`src/rtl/spike_rate_encoder_if.sv`:
```
// Spike vector handshake from the encoder to the neuron array.
// Master drives the vector and valid; slave answers with ready.
interface spike_rate_encoder_if #(
  parameter int N_CH = 8
);
  logic [N_CH-1:0] spike_out;
  logic            spike_valid;
  logic            step_ready;

  modport master (
    output spike_out,
    output spike_valid,
    input  step_ready
  );

  modport slave (
    input  spike_out,
    input  spike_valid,
    output step_ready
  );
endinterface

```
`src/rtl/spike_rate_encoder.sv`:
```
// Frame of pixel intensities to per-timestep spike vectors.
// Define SPIKE_ENC_DETERMINISTIC_EN for phase-accumulator coding.
module spike_rate_encoder #(
  parameter int          N_CH = 8,
  parameter logic [15:0] SEED = 16'hACE1
) (
  input  logic                clk,
  input  logic                reset,
  input  logic                start,
  input  logic [8*N_CH-1:0]   pixel_in,
  input  logic [7:0]          num_steps,
  spike_rate_encoder_if.master step,
  output logic                busy,
  output logic                done
);

  typedef enum logic [1:0] {
    IDLE,
    EMIT,
    DONE
  } state_t;

  state_t state, state_nx;

  logic [8*N_CH-1:0] pix_q;
  logic [7:0]        steps_q;
  logic [7:0]        cnt_q;
  logic [N_CH-1:0]   spk;
  logic              load;
  logic              hs;
  logic              last;

  assign load = (state == IDLE) && start;
  assign hs   = step.spike_valid && step.step_ready;
  assign last = (cnt_q == steps_q - 8'd1);

`ifndef SPIKE_ENC_DETERMINISTIC_EN
  function automatic logic [15:0] seed_of(input int i);
    logic [15:0] s;
    s = SEED ^ 16'(i * 32'h1F35);
    return (s == 16'd0) ? 16'h0001 : s;
  endfunction
`endif

  always_ff @(posedge clk) begin
    if (reset) state <= IDLE;
    else       state <= state_nx;
  end

  always_comb begin
    state_nx = state;
    unique case (state)
      IDLE: if (start)
              state_nx = (num_steps == 8'd0) ? DONE : EMIT;
      EMIT: if (hs && last)
              state_nx = DONE;
      DONE: state_nx = IDLE;
      default: state_nx = IDLE;
    endcase
  end

  always_comb begin
    busy             = 1'b0;
    done             = 1'b0;
    step.spike_valid = 1'b0;
    step.spike_out   = '0;
    unique case (state)
      EMIT: begin
        busy             = 1'b1;
        step.spike_valid = 1'b1;
        step.spike_out   = spk;
      end
      DONE: begin
        busy = 1'b1;
        done = 1'b1;
      end
      default: ;
    endcase
  end

  always_ff @(posedge clk) begin
    if (reset) begin
      pix_q   <= '0;
      steps_q <= '0;
      cnt_q   <= '0;
    end else if (load) begin
      pix_q   <= pixel_in;
      steps_q <= num_steps;
      cnt_q   <= '0;
    end else if (hs) begin
      cnt_q <= cnt_q + 8'd1;
    end
  end

  for (genvar i = 0; i < N_CH; i++) begin : g_ch
    logic [7:0] pix;
    assign pix = pix_q[8*i +: 8];
`ifdef SPIKE_ENC_DETERMINISTIC_EN
    logic [7:0] acc;
    logic [8:0] sum;
    // Carry-out marks each wrap of the phase, giving floor(p*n/256) spikes
    assign sum    = {1'b0, acc} + {1'b0, pix};
    assign spk[i] = sum[8];

    always_ff @(posedge clk) begin
      if (reset)     acc <= '0;
      else if (load) acc <= '0;
      else if (hs)   acc <= sum[7:0];
    end
`else
    localparam logic [15:0] S = seed_of(i);
    logic [15:0] lfsr;
    logic [15:0] lfsr_nx;
    assign lfsr_nx = lfsr[0] ? ((lfsr >> 1) ^ 16'hB400)
                             : (lfsr >> 1);
    assign spk[i]  = (pix != 8'd0) && (lfsr[7:0] <= pix);

    always_ff @(posedge clk) begin
      if (reset)     lfsr <= S;
      else if (load) lfsr <= S;
      else if (hs)   lfsr <= lfsr_nx;
    end
`endif
  end

endmodule

```
`src/flat_wrapper.sv`:
```
// flat-port wrapper written by rule: the top's interface ports become plain ports
module spike_rate_encoder_flat 
#(
  parameter int          N_CH = 8,
  parameter logic [15:0] SEED = 16'hACE1
)
  (clk, reset, start, pixel_in, num_steps, busy, done, step_spike_out, step_spike_valid, step_step_ready);
  spike_rate_encoder_if #(.N_CH(N_CH)) step_i ();
  input  logic clk;
  input  logic reset;
  input  logic start;
  input  logic [8*N_CH-1:0] pixel_in;
  input  logic [7:0] num_steps;
  output logic busy;
  output logic done;
  output wire logic [$bits(step_i.spike_out)-1:0] step_spike_out;
  output wire logic [$bits(step_i.spike_valid)-1:0] step_spike_valid;
  input wire logic [$bits(step_i.step_ready)-1:0] step_step_ready;
  assign step_spike_out = step_i.spike_out;
  assign step_spike_valid = step_i.spike_valid;
  assign step_i.step_ready = step_step_ready;
  spike_rate_encoder #(.N_CH(N_CH), .SEED(SEED)) u_core (.clk(clk), .reset(reset), .start(start), .pixel_in(pixel_in), .num_steps(num_steps), .step(step_i), .busy(busy), .done(done));
endmodule
```
`config.mk`:
```
export PLATFORM = sky130hd
export DESIGN_NAME = spike_rate_encoder_flat
export DESIGN_NICKNAME = d
export VERILOG_FILES = /design/src/rtl/spike_rate_encoder_if.sv /design/src/rtl/spike_rate_encoder.sv /design/src/flat_wrapper.sv
export SDC_FILE = /design/constraint.sdc
export NUM_CORES = 1
export LEC_CHECK = 0
export ABC_CLOCK_PERIOD_IN_PS = 2520
export CAP_MARGIN = 10
export CORE_MARGIN = 2
export CORE_UTILIZATION = 35
export DETAILED_ROUTE_END_ITERATION = 7
export PLACE_DENSITY = 0.54
export SETUP_SLACK_MARGIN = 0.15
export SYNTH_ARGS = -nofsm -noshare
export SYNTH_HDL_FRONTEND = slang
export SYNTH_SLANG_ARGS = --single-unit
```
`constraint.sdc`:
```
create_clock -name clk -period 2.52 [get_ports clk]
set_input_delay 0.504 -clock clk [delete_from_list [all_inputs] [get_ports clk]]
set_output_delay 0.504 -clock clk [all_outputs]
set_load 0.02 [all_outputs]
```
==> flow_summary.ini <==
[status]
status = finished clean

[global_routing]
number_of_antenna_violations_at_the_first_check_in_global_routing = 0
grt_busiest_layer = met2
grtUsageMet2_pct = 25.59
pin_count_of_the_biggest_net_entering_global_routing = 111
grt_pass1_vias = 7679
groute.usage.overall_pct = 15.05
grt_overflow_total = 0
grt_util_met1_pct = 19.93
grt.met3_usage_pct = 2.421
grt_first_pass_wirelength_um = 36370

[clock_tree]
tritoncts_clock_tree = built
clock-sinks = 210
clock_latency_ns = 0.51
clkSlewWorstSetupHoldPaths_ns = 0.06
cts_htree_levels = 1
cts_buffer_depth = 3
cts.hold.buffers_added = 0
cts-buffers-inserted = 25
clockRootBuffer = sky130_fd_sc_hd__clkbuf_16

[setup_path]
crit_path_start_kind = flip-flop
critical_path.reg2reg.endpoint = u_core.g_ch[7].lfsr[2]
endpoint_kind = output port
worst_ep_required_time_ns = 2.02
worst-endpoint-arrival_ns = 2.01
critPathCapture = step_spike_out[0]
timing.critical_path.cells = inv_2 > ha_4 > nor2b_4 > o21a_1 > o21a_1 > o21ai_1 > a21oi_1 > nor2_1 > buf_4
reg2regPathDepth = 8
critical-path-max-stage-delay_ns = 0.33
critical-path-slowest-cell = sky130_fd_sc_hd__dfxtp_2
crit_start = u_core.pix_q[1]
crit_path_frequent_cell = sky130_fd_sc_hd__o21a_1
minimum_setup_slack_among_reg_to_reg_paths_ns = 0.51
cp_max_fo = 2
crit_type = reg2out
r2r_start = u_core.state[1]

[placed_design]
detailedPlacementHpwl_um = 13630
detailed_place.area_um2 = 10770
place.port_buffers = 86
place_congestion = 0.7739
placed_instances = 1586

[floorplanning]
ios = 87
floorplan.die.width_um = 168.3
core_um2 = 26730
die_h_um = 168.3
rows = 60
floorplan.die_area_um2 = 28320
floorplan.initialDensity_pct = 35.35

[timing]
report.final.setup_viol = 0
fin_skew_ns = 0.01591
max_clock_freq_mhz = 398.1
rsz0062_at_grt = true
timing.final.crit_period_ns = 2.512
maxSlewViolCount = 0
timing_worst_slew_pin_value_ns = 0.5168
slew-limit-headroom_pct = 65.54
finalCritPeriodShare_pct = 99.67
report.final.hold_viol_count = 0

[finish]
area_delta_synth_final_pct = 30.13
post_layout_nonfiller_instances = 1633
post_route_cells_drive_above_1_share_pct = 17.65
postLayoutCellArea_um2 = 12290
final_core_util_pct = 46.00
antennaDiodeCount = 0
layout_net_count = 1420

[routing]
drt_pass1_iterations = 4
dr.first_iter.drc_count = 337
routed_wirelength_um = 21320
dr_total_vias = 7893
route.antenna.remaining_nets = 0
drcViolationCount = 0
vias_per_cell = 4.833
detail_route.wl_per_cell_um = 13.06

[yosys]
synth.distinct_cells = 36
synthDominantCellAreaShare_pct = 44.50
ys_ff_latch = 210
ranking_of_synthesized_cells_by_area = sky130_fd_sc_hd__dfxtp_1 45%, sky130_fd_sc_hd__nand2_1 15%, sky130_fd_sc_hd__ha_1 9.1%
compound_gate_fraction_of_synth_area_pct = 14.04
syn-instance-count = 1204
syn_area_um2 = 9447
adder_cell_share_of_the_synthesized_area_pct = 9.139
largest_family_of_logic_cells_by_synthesized_area = simple AND/OR/NAND/NOR gates
sequential_to_total_area_share_from_yosys_stat_pct = 44.50
synthMuxAreaShare_pct = 0
post_synth.cell_area_avg_um2 = 7.846
xor_xnor_share_of_the_synthesized_area_pct = 3.987
post_synth_simple_gate_area_pct = 22.29
synthesis.nets = 1349
netlist.top_cell.by_area = sky130_fd_sc_hd__dfxtp_1
ys_warn_count = 0

[pwr]
irDropWorstVdd_uv = 407.9
power.leakage_nw = 4.803
pwr_density_cell_nw_per_um2 = 770.9

[min_path]
timing.hold.worst.class = in2reg

[job]
cap_viol_max_count = 0
-- placed cells by master (no fill, tap or decap), types with 4 or more instances in the layout --
master / n
sky130_fd_sc_hd__o21a_1: 4
sky130_fd_sc_hd__or4_1: 8
sky130_fd_sc_hd__buf_4: 29
sky130_fd_sc_hd__xor2_1: 10
sky130_fd_sc_hd__nand4_1: 14
sky130_fd_sc_hd__xnor2_1: 33
sky130_fd_sc_hd__ha_4: 27
sky130_fd_sc_hd__a21oi_1: 128
sky130_fd_sc_hd__nand3_1: 48
sky130_fd_sc_hd__inv_2: 19
sky130_fd_sc_hd__buf_12: 7
sky130_fd_sc_hd__nand3_2: 8
sky130_fd_sc_hd__nand3b_1: 7
sky130_fd_sc_hd__and3_1: 6
sky130_fd_sc_hd__bufinv_16: 7
sky130_fd_sc_hd__nand2_1: 364
sky130_fd_sc_hd__buf_6: 4
sky130_fd_sc_hd__o21ai_1: 13
sky130_fd_sc_hd__clkdlybuf4s50_1: 75
sky130_fd_sc_hd__ha_1: 42
sky130_fd_sc_hd__a21oi_2: 18
sky130_fd_sc_hd__o21ai_0: 6
sky130_fd_sc_hd__dfxtp_1: 161
sky130_fd_sc_hd__dfxtp_2: 49
sky130_fd_sc_hd__inv_1: 57
sky130_fd_sc_hd__nor2_1: 24
sky130_fd_sc_hd__a21o_1: 10
sky130_fd_sc_hd__clkinv_2: 7
sky130_fd_sc_hd__clkbuf_16: 25
sky130_fd_sc_hd__a211oi_1: 10
sky130_fd_sc_hd__o211ai_1: 25
-- power breakdown --
part           switching, W  total, W  leakage (nW)  internal (W)
Combinational      0.000964   0.00174          2.63      0.000778
Clock               0.00141   0.00400         0.454       0.00258
Sequential         0.000173   0.00374          1.72       0.00356
Total               0.00255   0.00948          4.80       0.00693
-- critical path, delay by kind of cell, from the launching register on --
family / cells / cell delay (ns)
flip-flops: 1 / 0.33
buffers and inverters: 2 / 0.20
adder cells (fa/ha/maj): 1 / 0.20
AO/OA/AOI/OAI: 4 / 0.52
AND/OR/NAND/NOR: 2 / 0.24
-- worst min-delay path by stage --
stage | slack, ns | to | depth (start not counted) | start
after global placement | 0.44 | u_core.g_ch[3].lfsr[7] | 2 | u_core.g_ch[3].lfsr[8]
final | 0.42 | u_core.state[0] | 3 | reset
after floorplan | 0.43 | u_core.g_ch[0].lfsr[8] | 2 | u_core.g_ch[0].lfsr[9]
after detailed placement | 0.44 | u_core.g_ch[3].lfsr[7] | 2 | u_core.g_ch[3].lfsr[8]
after CTS | 0.39 | u_core.state[0] | 3 | reset
after global routing | 0.43 | u_core.state[0] | 3 | reset
-- metrics by stage --
stage / TNS, ns / hold WS [ns] / power (W) / setup slack (ns)
floorplan: 0 / 0.4321 / 0.004809 / 0.4653
global placement: -0.005218 / 0.4368 / 0.005331 / -0.003557
detailed placement: -0.02923 / 0.4444 / 0.005365 / -0.01279
CTS: -0.04468 / 0.3912 / 0.009558 / -0.02449
global route: -0.2771 / 0.4283 / 0.01002 / -0.1241
finish: 0 / 0.4162 / 0.009476 / 0.008256
-- repair_timing --
action	4_1_cts	5_1_grt
resized for setup	145	49
buffers inserted	2	1
endpoints found under the setup margin	9	9
endpoints found under the hold margin	0	0
pin swaps	44	34
-- state kept, by name (all words and copies together) (netlist names) --
name / flops
u_core.cnt_q: 8
u_core.steps_q: 8
u_core.g_ch.lfsr: 128
u_core.state: 2
u_core.pix_q: 64
-- Yosys cell counts --
| master | number |
|---|---|
| sky130_fd_sc_hd__nand2_1 | 367 |
| sky130_fd_sc_hd__dfxtp_1 | 210 |
| sky130_fd_sc_hd__a21oi_1 | 146 |
| sky130_fd_sc_hd__inv_1 | 76 |
| sky130_fd_sc_hd__ha_1 | 69 |
| sky130_fd_sc_hd__clkbuf_1 | 59 |
| sky130_fd_sc_hd__nand3_1 | 57 |
| sky130_fd_sc_hd__xnor2_1 | 33 |
| sky130_fd_sc_hd__nor2_1 | 29 |
| sky130_fd_sc_hd__o211ai_1 | 25 |
| sky130_fd_sc_hd__o21ai_0 | 18 |
| sky130_fd_sc_hd__buf_1 | 14 |
| sky130_fd_sc_hd__nand4_1 | 14 |
| sky130_fd_sc_hd__a211oi_1 | 10 |
| sky130_fd_sc_hd__a21o_1 | 10 |
| sky130_fd_sc_hd__xor2_1 | 10 |
| sky130_fd_sc_hd__or4_1 | 8 |
| sky130_fd_sc_hd__nand3b_1 | 7 |
| sky130_fd_sc_hd__a32oi_1 | 6 |
| sky130_fd_sc_hd__and3_1 | 6 |
| sky130_fd_sc_hd__o22ai_1 | 6 |
| sky130_fd_sc_hd__o21a_1 | 4 |
| sky130_fd_sc_hd__nor3_1 | 3 |
| sky130_fd_sc_hd__and2_1 | 2 |
| sky130_fd_sc_hd__nor2b_1 | 2 |
| sky130_fd_sc_hd__nor3b_1 | 2 |
| sky130_fd_sc_hd__nor4_1 | 2 |
| sky130_fd_sc_hd__a211o_2 | 1 |
| sky130_fd_sc_hd__a32o_1 | 1 |
| sky130_fd_sc_hd__and2b_2 | 1 |
| sky130_fd_sc_hd__and3b_2 | 1 |
| sky130_fd_sc_hd__buf_6 | 1 |
| sky130_fd_sc_hd__nor3_2 | 1 |
| sky130_fd_sc_hd__o211a_1 | 1 |
| sky130_fd_sc_hd__o21ai_1 | 1 |
| sky130_fd_sc_hd__o31ai_2 | 1 |
-- layout make-up --
type / count / area [um2]
multi-input combinational: 844 / 5218
fill: 2699 / 14430
timing repair buffer: 118 / 1180
sequential: 210 / 4265
clock buffer: 28 / 656.9
tap: 341 / 426.7
clock inverter: 16 / 261.5
inverter: 76 / 285.3
-- layer usage --
metal / up-vias / part of all wire (%)
met5: - / 0
met4: 0 / 1.7
met3: 30 / 3.6
met2: 105 / 46
met1: 3625 / 49
li1: 4133 / -
-- cells by family (layout without fill, tap and decap cells) --
logic type,count (synthesis),in the layout
compound gates,230,230
buf+inv,150,238
flops,210,210
fa+ha+maj,69,69
xor+xnor,43,43
simple gates,502,502
(Power assumes the default switching activity.)
==> variant 1 (config.mk and constraints unchanged) <==
`N_CH` is set to 8 in 3 places; all go to 7.
--- a/src/rtl/spike_rate_encoder_if.sv
+++ b/src/rtl/spike_rate_encoder_if.sv
@@ -2,5 +2,5 @@
 // Master drives the vector and valid; slave answers with ready.
 interface spike_rate_encoder_if #(
-  parameter int N_CH = 8
+  parameter int N_CH = 7
 );
   logic [N_CH-1:0] spike_out;
--- a/src/rtl/spike_rate_encoder.sv
+++ b/src/rtl/spike_rate_encoder.sv
@@ -2,5 +2,5 @@
 // Define SPIKE_ENC_DETERMINISTIC_EN for phase-accumulator coding.
 module spike_rate_encoder #(
-  parameter int          N_CH = 8,
+  parameter int          N_CH = 7,
   parameter logic [15:0] SEED = 16'hACE1
 ) (
--- a/src/flat_wrapper.sv
+++ b/src/flat_wrapper.sv
@@ -2,5 +2,5 @@
 module spike_rate_encoder_flat 
 #(
-  parameter int          N_CH = 8,
+  parameter int          N_CH = 7,
   parameter logic [15:0] SEED = 16'hACE1
 )
Ports: changed (resized pixel_in and step_spike_out); port bits go from 87 to 78. No check against the original RTL was run, so the function may have changed too.
==> variant 1 against the unedited design <==
- highest routed layer unchanged
- final area is 13% lower
- power fell by 22%
- sequential cell count shrank 24
- global-route usage is 0.45 points lower
- worst setup slack better by 0.087 ns
- cell count shrank 10%
- synthesized cell count fell by 11%
- area after synthesis decreased by 10%
- utilization is 0.46 points lower
- routed wire length decreased by 14%
==> variant 1: results (changes against the unedited design) <==
[cells_and_area]
design.seq.count = 186  ; -11%
n_all_inverters = 65  ; -14%
drive_gt1_frac = 0.166  ; -0.0102
stdcell_count = 1462  ; -10%
n_clock_buffer = 19  ; -32%
nMultiInputCombCells = 757  ; -10%
top_regs = u_core.g_ch.lfsr (112), u_core.pix_q (56)
buf_share = 0.0913  ; -0.00464
multi_input_area_share = 0.442  ; +0.0176
clk_share = 0.0554  ; -0.0193
nets = 1259  ; -11%

[clock_network]
post-cts-setup-buffer-count = 0  ; -2
ctsHtreeMaxLevel = 4  ; +3
cts_buffers = 17  ; -32%
insertion_delay_ns = 0.43  ; -0.08 ns
post_cts_resized = 76  ; -48%

[synthesis]
ys_top_cells_by_area = dfxtp_1 44%, nand2_1 14%, ha_1 9.0%, a21oi_1 7.6%, xnor2_1 3.0%
synthDistinctLibCells = 38  ; +5.6%
synth-seq-area-share = 0.440  ; -0.00538
avgSynthCellArea_um2 = 7.88  ; +0.41%
synth_common_cells = 321 x nand2_1, 186 x dfxtp_1, 129 x a21oi_1

[global_route]
use_met2 = 0.253  ; -0.00281
grt_pass1_vias = 6916  ; -9.9%
grt_first_pass_wirelength_um = 31500  ; -13%
grt_util_met3 = 0.0289  ; +0.00470
grt.total_usage = 0.146  ; -0.00448

[worst_hold_path]
whs_endpoint = u_core.g_ch[5].lfsr[9]
hp-class = register to register
worstHoldStart = u_core.g_ch[5].lfsr[10]
hold_depth = 2  ; -1

[outcome]
status = complete, no violations

[critical_path]
r2r-end = u_core.state[1]
worstPathArrival_ns = 1.92  ; -0.09 ns
reg2regPathDepth = 9  ; +1
cp-startpoint = u_core.pix_q[41]

[routing]
dr_wl_met3_um = 387  ; -49%
vias = 7046  ; -11%
routed_wl_um = 18400  ; -14%
wl_met1_um = 9120  ; -12%
first_pass_iters = 6  ; +2
drt_iter0_drc = 331  ; -1.8%

[power_and_ir_drop]
power.density_nw_per_um2 = 687  ; -11%
p_leak_nw = 4.12  ; -14%

[timing]
fin_skew_ns = 0.00839  ; -0.00752 ns
worstMarginPinSlew_ns = 0.612  ; +0.0953 ns
fmax_mhz = 412  ; +3.6%

[placed_design]
place_worst_setup_slack_ns = -0.0170  ; -0.00425 ns
gp_congestion = 0.759  ; -2.0%
placedCellCount = 1428  ; -10%
dpl.hpwl_um = 12100  ; -11%

[floorplanning]
rows = 56  ; -6.7%

==> variant 1: changes by cell type in the layout (fill, tap and decap cells not counted), sizes merged, moves of 3 or more <==
cell           before  now
nand2             367  321
dfxtp             210  186
a21oi             146  129
clkbuf             28   19
ha                 69   61
inv                76   68
nand3              57   49
buf                41   34
clkdlybuf4s50      75   68
bufinv              7    2
o211ai             25   21
xnor2              33   29
nor2               29   32
nor3b               2    5
==> variant 1: report_power, final <==
part	total, mW	switching [mW]	internal (mW)
Sequential	3.28	0.144	3.14
Combinational	1.43	0.791	0.636
Clock	2.68	1.16	1.53
==> variant 1: cells by family (layout without fill, tap and decap cells) <==
group                    count (synthesis)  after routing  synth area share
XOR/XNOR                                37             37            0.0383
AO/OA/AOI/OAI                          208            208             0.147
flip-flops                             186            186             0.440
AND/OR/NAND/NOR                        451            451             0.226
adder cells (fa/ha/maj)                 61             61            0.0901
buffers and inverters                  132            200            0.0586
==> variant 2 (config.mk and constraints unchanged) <==
Made on the original files. Encoding of `state_t`: now one-hot (3 bits for 3 states).
--- a/src/rtl/spike_rate_encoder.sv
+++ b/src/rtl/spike_rate_encoder.sv
@@ -15,8 +15,8 @@
 );
 
-  typedef enum logic [1:0] {
-    IDLE,
-    EMIT,
-    DONE
+  typedef enum logic [2:0] {
+    IDLE = 3'b001,
+    EMIT = 3'b010,
+    DONE = 3'b100
   } state_t;
 
Check against the original RTL: same outputs for any inputs over 4 cycles, from zero or initial values and one cycle with reset high; so few cycles prove little.
==> variant 2 against the unedited design <==
- the flow now finishes with violations (setup timing)
- global-route usage is 0.30 points higher
- clock power is 4% lower
- clock skew is 0.0079 ns lower
- hold slack worse by 0.050 ns
- routed wire length is 3.9% higher
- worst setup slack worse by 0.10 ns
- final area is 6.6% higher
- area after synthesis is 2.5% higher
- non-clock buffer count is 88 higher
- power is 11% lower
- die area is 2.5% higher
- critical path depth stayed put
- combinational power is 39% lower
- sequential cell count is 1 higher
==> variant 2: results (changes against the unedited design) <==
[outcome]
status = finished with violations
failed_checks = setup timing

[critical_path]
worstPathArrival_ns = 2.11  ; +0.10 ns
cp_top_family = compound AO/OA/AOI/OAI gates
r2r_slack_ns = 0.62  ; +0.11 ns
critPathMaxFanout = 2  ; unchanged
cpPeakStageDelay_ns = 0.33  ; about the same
cp_slowest_cell = dfxtp_2

[timing]
worstMarginPinSlew_ns = 0.479  ; -0.0378 ns
fin_skew_ns = 0.00799  ; -0.00792 ns
worst_slack_ns = -0.0948  ; -0.103 ns
setup_violations = 5  ; +5

[cells_and_area]
top_register = u_core.g_ch.lfsr
drive_gt1_frac = 0.220  ; +0.0438
stdcell_count = 1730  ; +5.9%
nets = 1512  ; +6.5%
num_antenna_cells = 0  ; unchanged
top_regs = u_core.g_ch.lfsr (128), u_core.pix_q (64)

[routing]
avgViaCountPerCell = 4.79  ; -0.81%
drt_iter0_drc = 361  ; +7.1%
first_pass_iters = 4  ; unchanged
routed_wl_um = 22200  ; +3.9%

[synthesis]
async_flop_share = 0  ; unchanged
synth-seq-area-share = 0.436  ; -0.00891
synthCells = 1211  ; +0.58%
ys_top_cells_by_area = dfxtp_1 44%, nand2_1 14%, ha_1 8.5%, a21oi_1 7.6%, inv_1 2.6%
yosysWarnings = 0  ; unchanged
synthDistinctLibCells = 49  ; +36%
synth_common_cells = 370 x nand2_1, 211 x dfxtp_1, 148 x a21oi_1
synth_nets = 1353  ; +0.30%
synth_flop_cell = dfxtp_1

[placed_design]
place_area_um2 = 11600  ; +7.4%
dpl.hpwl_um = 14300  ; +4.7%
gp_congestion = 0.810  ; +4.7%
portBuffers = 86  ; unchanged
placedCellCount = 1675  ; +5.6%

[global_route]
grt_first_pass_wirelength_um = 37800  ; +4.0%
antenna_found_initial = 0  ; unchanged
grt_pass1_vias = 8027  ; +4.5%
grt.total_usage = 0.153  ; +0.00296
grt_max_degree = 73  ; -34%

[clock_network]
clk_path_buf_depth = 3  ; unchanged
insertion_delay_ns = 0.52
cts_root_buf = clkbuf_16
clk_pin_slew_ns = 0.06  ; about the same
cts_buffers = 25  ; unchanged
ctsHtreeMaxLevel = 1  ; unchanged

[power_and_ir_drop]
p_leak_nw = 5.14  ; +7.0%
ir_worst_vdd_uv = 431  ; +5.5%

[worst_hold_path]
hp-class = primary input to register

==> variant 2: cell count changes in the layout (fill, tap and decap cells not counted), sizes merged, moves of 8 or more <==
cell,change
or4,-8
o21ai,-10
o21a,+9
clkbuf,+12
nand3,-12
nor2b,+13
nor4,+16
buf,+89
==> variant 2: path summary, 6_finish.rpt <==
path,from,end,cells past startpoint
hold reg to reg,u_core.g_ch[4].lfsr[10],u_core.g_ch[4].lfsr[9],2
setup reg to reg,u_core.steps_q[0],u_core.state[1],7
setup / recovery,u_core.pix_q[62],step_spike_out[7],9
hold / removal,reset,u_core.steps_q[2],2
==> variant 2: per-layer routing <==
metal | track usage | vias up | wire, µm
met2 | 0.254 | 108 | 9970
met5 | 0 | - | 0
met3 | 0.0235 | 26 | 746
met1 | 0.212 | 3791 | 11100
met4 | 0.0316 | 0 | 329
li1 | - | 4369 | -
==> variant 2: metrics by stage <==
step                power [mW]  worst slack, ns  TNS [ns]  hold slack [ns]
floorplan                 4.13            0.151         0            0.431
global placement          4.51           -0.203     -1.29            0.438
detailed placement        4.53           -0.258     -1.49            0.445
CTS                       8.51           -0.133    -0.668            0.346
global route              8.83           -0.201     -1.08            0.365
finish                    8.43          -0.0948    -0.251            0.367
==> variant 2: worst register-to-register path: stages (launching register included) <==
cell and delay, ns:
dfxtp_1 0.41, inv_1 0.07, ha_1 0.26, o21ba_1 0.19, a221oi_1 0.29, a41oi_1 0.07
a2111o_1 0.35, and2_1 0.15
==> variant 2: logic make-up after synthesis <==
| kind of cell | after synthesis | share of synthesized area |
|---|---|---|
| simple gates | 513 | 0.227 |
| compound gates | 239 | 0.149 |
| fa+ha+maj | 66 | 0.0853 |
| xor+xnor | 39 | 0.0353 |
| buf+inv | 143 | 0.0670 |
| flops | 211 | 0.436 |
==> variant 2: layout make-up <==
cell class | count | area, µm²
clock buffers | 40 | 782
clock inverters | 6 | 109
fillers | 2607 | 13900
inverters | 69 | 262
multi-input cells | 857 | 5390
flip-flops and latches | 211 | 4280
well taps | 341 | 427
repair buffers | 206 | 1860
==> variant 2: power breakdown <==
group / switching [mW] / internal, mW
sequential: 0.0773 / 3.45
combinational: 0.525 / 0.532
clock: 1.43 / 2.42
total: 2.03 / 6.40
==> variant 2: what timing repair did <==
item	CTS	global route
buffers inserted	9	0
pin swaps	42	18
gates resized for setup	140	47
setup endpoints to repair	11	11
